### config.mk
export PLATFORM = sky130hd
export DESIGN_NAME = systolic_feeder
export DESIGN_NICKNAME = d
export VERILOG_FILES = /design/src/rtl/systolic_feeder.sv
export SDC_FILE = /design/constraint.sdc
export NUM_CORES = 1
export LEC_CHECK = 0
export ABC_AREA = 1
export BUFFER_PORTS_ARGS = -buffer_cell sky130_fd_sc_hd__buf_4
export CAP_MARGIN = 40
export CORE_MARGIN = 3
export CORE_UTILIZATION = 61
export CTS_CLUSTER_SIZE = 30
export DETAILED_ROUTE_END_ITERATION = 6
export PLACE_DENSITY = 0.8
export SYNTH_ARGS = -nofsm -noshare
export SYNTH_HDL_FRONTEND = slang
export SYNTH_SLANG_ARGS = --single-unit
### constraint.sdc
create_clock -name clk -period 2.78 [get_ports clk]
set_input_delay 0.139 -clock clk [delete_from_list [all_inputs] [get_ports clk]]
set_output_delay 0.139 -clock clk [all_outputs]
set_load 0.05 [all_outputs]
### src/rtl/systolic_feeder.sv
// Operand feeder for an N x N output-stationary systolic array: holds A and B,
// then streams skewed rows of A into the left edge and columns of B into the top edge.
module systolic_feeder #(
  parameter int MATRIX_SIZE = 4,
  parameter int DATA_WIDTH  = 8,
  localparam int IW = (MATRIX_SIZE > 1) ? $clog2(MATRIX_SIZE) : 1
) (
  input  logic                                    clk,
  input  logic                                    rst_n,
  input  logic                                    wr_en,
  input  logic                                    wr_sel,
  input  logic [IW-1:0]                           wr_row,
  input  logic [IW-1:0]                           wr_col,
  input  logic [DATA_WIDTH-1:0]                   wr_data,
  input  logic                                    start,
  output logic                                    busy,
  output logic                                    done,
  output logic                                    arr_clr,
  output logic                                    arr_en,
  output logic [MATRIX_SIZE-1:0][DATA_WIDTH-1:0]  in_left,
  output logic [MATRIX_SIZE-1:0][DATA_WIDTH-1:0]  in_top
);

  localparam int N  = MATRIX_SIZE;
  localparam int TW = $clog2(3 * N);
  localparam logic [TW-1:0] T_LAST = TW'(3 * N - 3);

  typedef enum logic [1:0] {IDLE, CLEAR, FEED, DONE} state_t;

  state_t                          state_reg, state_next;
  logic [TW-1:0]                   t_reg, t_next;
  logic                            busy_reg, busy_next;
  logic                            done_reg, done_next;
  logic                            clr_reg, clr_next;
  logic                            en_reg, en_next;
  logic [N-1:0][DATA_WIDTH-1:0]    left_reg, left_next;
  logic [N-1:0][DATA_WIDTH-1:0]    top_reg, top_next;
  logic [DATA_WIDTH-1:0]           a_mem [N][N];
  logic [DATA_WIDTH-1:0]           b_mem [N][N];
  logic                            wr_ok;
  logic                            feed_next;

  // Buffers are only writable while idle so a pass always sees a stable operand set.
  assign wr_ok = wr_en && (state_reg == IDLE);

  always_ff @(posedge clk) begin
    if (!rst_n) begin
      for (int r = 0; r < N; r++) begin
        for (int c = 0; c < N; c++) begin
          a_mem[r][c] <= '0;
          b_mem[r][c] <= '0;
        end
      end
    end else if (wr_ok) begin
      if (wr_sel) begin
        b_mem[wr_row][wr_col] <= wr_data;
      end else begin
        a_mem[wr_row][wr_col] <= wr_data;
      end
    end
  end

  always_comb begin
    state_next = state_reg;
    t_next     = t_reg;
    case (state_reg)
      IDLE: begin
        if (start) begin
          state_next = CLEAR;
        end
      end
      CLEAR: begin
        state_next = FEED;
        t_next     = '0;
      end
      FEED: begin
        if (t_reg == T_LAST) begin
          state_next = DONE;
          t_next     = '0;
        end else begin
          t_next = t_reg + 1'b1;
        end
      end
      DONE: begin
        state_next = IDLE;
      end
      default: begin
        state_next = IDLE;
        t_next     = '0;
      end
    endcase

    busy_next = (state_next == CLEAR) || (state_next == FEED);
    done_next = (state_next == DONE);
    clr_next  = (state_next == CLEAR);
    en_next   = (state_next == FEED);
  end

  assign feed_next = (state_next == FEED);

  // Lane gi is delayed by gi cycles so A[i][k] and B[k][j] meet in PE[i][j] at t = i+j+k.
  for (genvar gi = 0; gi < N; gi++) begin : g_lane
    logic [IW-1:0] k_idx;
    logic          in_win;

    assign k_idx  = IW'(t_next - TW'(gi));
    assign in_win = feed_next && (t_next >= TW'(gi)) && (t_next < TW'(gi + N));

    assign left_next[gi] = in_win ? a_mem[gi][k_idx] : '0;
    assign top_next[gi]  = in_win ? b_mem[k_idx][gi] : '0;
  end

  always_ff @(posedge clk) begin
    if (!rst_n) begin
      state_reg <= IDLE;
      t_reg     <= '0;
      busy_reg  <= 1'b0;
      done_reg  <= 1'b0;
      clr_reg   <= 1'b0;
      en_reg    <= 1'b0;
      left_reg  <= '0;
      top_reg   <= '0;
    end else begin
      state_reg <= state_next;
      t_reg     <= t_next;
      busy_reg  <= busy_next;
      done_reg  <= done_next;
      clr_reg   <= clr_next;
      en_reg    <= en_next;
      left_reg  <= left_next;
      top_reg   <= top_next;
    end
  end

  assign busy    = busy_reg;
  assign done    = done_reg;
  assign arr_clr = clr_reg;
  assign arr_en  = en_reg;
  assign in_left = left_reg;
  assign in_top  = top_reg;

endmodule

==> impl_metrics.ini <==
[layout]
n_fill_cell = 1775
area_growth_pct = 12.99
ff_latch_area_um2 = 9169
multiInputGateArea_um2 = 4207
fin_nets = 1676
reg_top3 = a_mem: 128 flops, b_mem: 128 flops
finalCoreUtilization = 0.7068
layout-drive-gt1-share = 0.1230
stdcell_count = 1995

[synthesis]
synth_common_cells = 300 x nor2_1, 272 x inv_1, 256 x edfxtp_1
ys_async_sr_fraction = 0
synth_largest_area_cell = edfxtp_1
synth_top_area_share = 0.5205
synth_seq_area_share = 0.6208
synth_xor_area_frac = 0
synth_area_leaders = edfxtp_1 52%, dfxtp_1 10%, nor2_1 7.6%
syn_area_per_cell_um2 = 9.272
muxShareOfSynthArea = 0
synth_edf_count = 256
post-synth-top-count-cell = nor2_1
synth_top_family_by_area = simple AND/OR/NAND/NOR gates
synthAdderAreaFrac = 0.008471
yosysWarnings = 0
synth_area_um2 = 14770
ys_seq_elements = 330
yosys.cell_types.count = 21
synth-compound-area-share = 0.006607
synth.net_count = 1620
yosys.area_share.simple = 0.2679
syn_inst = 1593
synthFlopType = edfxtp_1

[sta]
post-route-min-period_ps = 2467
worst_slew_pin_slew_ps = 895.5
skew_ps = 15.76
finalMaxSlewViolations = 0
max_freq_mhz = 405.4
whs_ps = 65.07
relSlewSlack = 0.4021
fin_ws_ps = 313.0
post-route-period-util = 0.8874
fin_tns_setup_ps = 0
rsz0062_at_grt = false
hold_viol_final = 0
setup_viol = 0

[power_and_ir_drop]
p_per_area_nw_per_um2 = 619.4
p_int_mw = 8.062
clkPwrFrac = 0.413
p_comb_frac = 0.057
power.switching_mw = 2.274
max-vdd-ir-drop_uv = 526.6
seq_power_share = 0.530
p_sw_frac = 0.2200
cellLeakagePower_nw = 7.560

[worst_setup_path]
cpPeakStageDelay_ps = 460
cp.arrival_ps = 2650
slowest_stage = nor3_4
crit_buf_inv = 1
cp.required_ps = 2960
path_delay_family = simple AND/OR/NAND/NOR gates
critPathMaxFanout = 9
start_kind = register
critPathMostFrequentCell = nand2_1
critical_path_class = reg -> reg
r2r_slack_ps = 310
cp_cell_sequence = inv_1 > ha_1 > nand2_1 > nor2_1 > nand2_1 > nor3_4 > nand2_2 > nand2_1
end_kind = register

[floorplanning]
fp-row-count = 56
boundaryPins = 85
core_area_um2 = 23610
die_h_um = 161.6
die_w_um = 161.6
start_util = 0.6255
die_area_um2 = 26120

[global_routing]
antenna_found_initial = 0
grt_pass1_vias = 10600
overflow = 0
grt_pass1_wl_um = 54400
grtUsageTotal = 0.2654
grt_max_degree = 129

[place]
pre_cts_slack_ps = 361.4
place_congestion = 0.8847
io_buffer_count = 84
placed_cells = 1930
dp_hpwl_um = 20660

[clock_tree]
cts_buffers = 35
cts_tree = built
clockBufferDepth = 3
cts_root_buf = clkbuf_16
htree_levels = 2
clk_latency_ps = 510
clk_pin_slew_ps = 60
cts_resized = 0
clock-sinks = 330

[hold_path]
worstHoldPathType = in -> reg

[run_status]
status = completed

[detailed_routing]
drt-total-wl_um = 33720
antenna_left = 0
drt-wirelength-per-cell_um = 16.90
vias = 10710
drt_iter0_markers = 1088
drc = 0
via_per_inst = 5.367
dr.pass1.iters = 5

[job]
drv_cap = 0
## metal layers
metal,wire (um),vias to the layer above,track usage,part of all wire
li1,-,5147,-,-
met1,12760,4924,0.3398,0.38
met2,16350,536,0.4465,0.48
met3,3419,101,0.05412,0.10
met4,1197,0,0.1068,0.035
met5,0,-,0,0
## metrics by stage
stage	power [mW]	instance area (um^2)
floorplan	5.966	14770
global placement	6.145	15630
detailed placement	6.164	15630
CTS	10.36	16690
global route	10.65	16690
finish	10.34	16690
## worst min-delay path, delay by kind of cell
family / cells / cell delay (ps)
simple gates: 4 / 220
buf+inv: 2 / 180
## path summary, 6_finish.rpt
path / start / endpoint / cells past startpoint
min reg2reg: t_reg[3]$_SDFF_PN0_ / t_reg[3]$_SDFF_PN0_ / 2
min: start / state_reg[1]$_SDFF_PN0_ / 6
max reg2reg: state_reg[0]$_SDFF_PN0_ / a_mem[1][13]$_SDFFCE_PN0P_ / 8
max: state_reg[0]$_SDFF_PN0_ / a_mem[1][13]$_SDFFCE_PN0P_ / 8
## cell families (layout without fill, tap and decap cells)
family,count (synthesis),after routing
simple gates,870,870
buf+inv,364,446
fa+ha+maj,10,10
other cells,0,1
compound gates,19,19
flops,330,330
## layout make-up
| class | count | share of cell area |
|---|---|---|
| Antenna cell | 1 | 0.0001499 |
| Clock buffer | 51 | 0.05923 |
| Clock inverter | 12 | 0.003374 |
| Inverter | 276 | 0.06208 |
| Multi-Input combinational cell | 899 | 0.2521 |
| Sequential cell | 330 | 0.5494 |
| Tap cell | 319 | 0.02392 |
| Timing Repair Buffer | 107 | 0.04978 |
## cells in the final DEF (no fill, tap or decap)
master,count
nor2_4,2
ha_1,10
edfxtp_1,256
nand2_4,2
clkinv_4,1
inv_2,5
clkinv_2,5
clkbuf_1,13
clkbuf_16,37
nand2_2,34
buf_4,104
nor2_2,6
diode_2,1
nor2_1,300
buf_12,2
nand3_4,1
inv_1,269
nand2_1,252
clkbuf_8,1
dfxtp_1,74
nand4_1,2
dlygate4sd3_1,1
nand3_1,200
nor3_4,6
a21oi_1,17
o21ai_0,1
clkinv_1,8
nand3b_1,65
o211ai_1,1
## what timing repair did
action	in CTS	in global routing
hold buffers	1	0
endpoints found under the hold margin	7	0
buffers inserted	0	0
## power groups by stage
stage	Combinational [mW]	Sequential [mW]	Clock, mW
4_1_cts	0.588	5.48	4.30
3_5_place_dp	0.582	5.58	0
2_1_floorplan	0.373	5.59	0
5_1_grt	0.654	5.49	4.51
6_report	0.591	5.48	4.27
3_3_place_gp	0.567	5.58	0
Note: power is estimated with default switching activity, not from simulation.
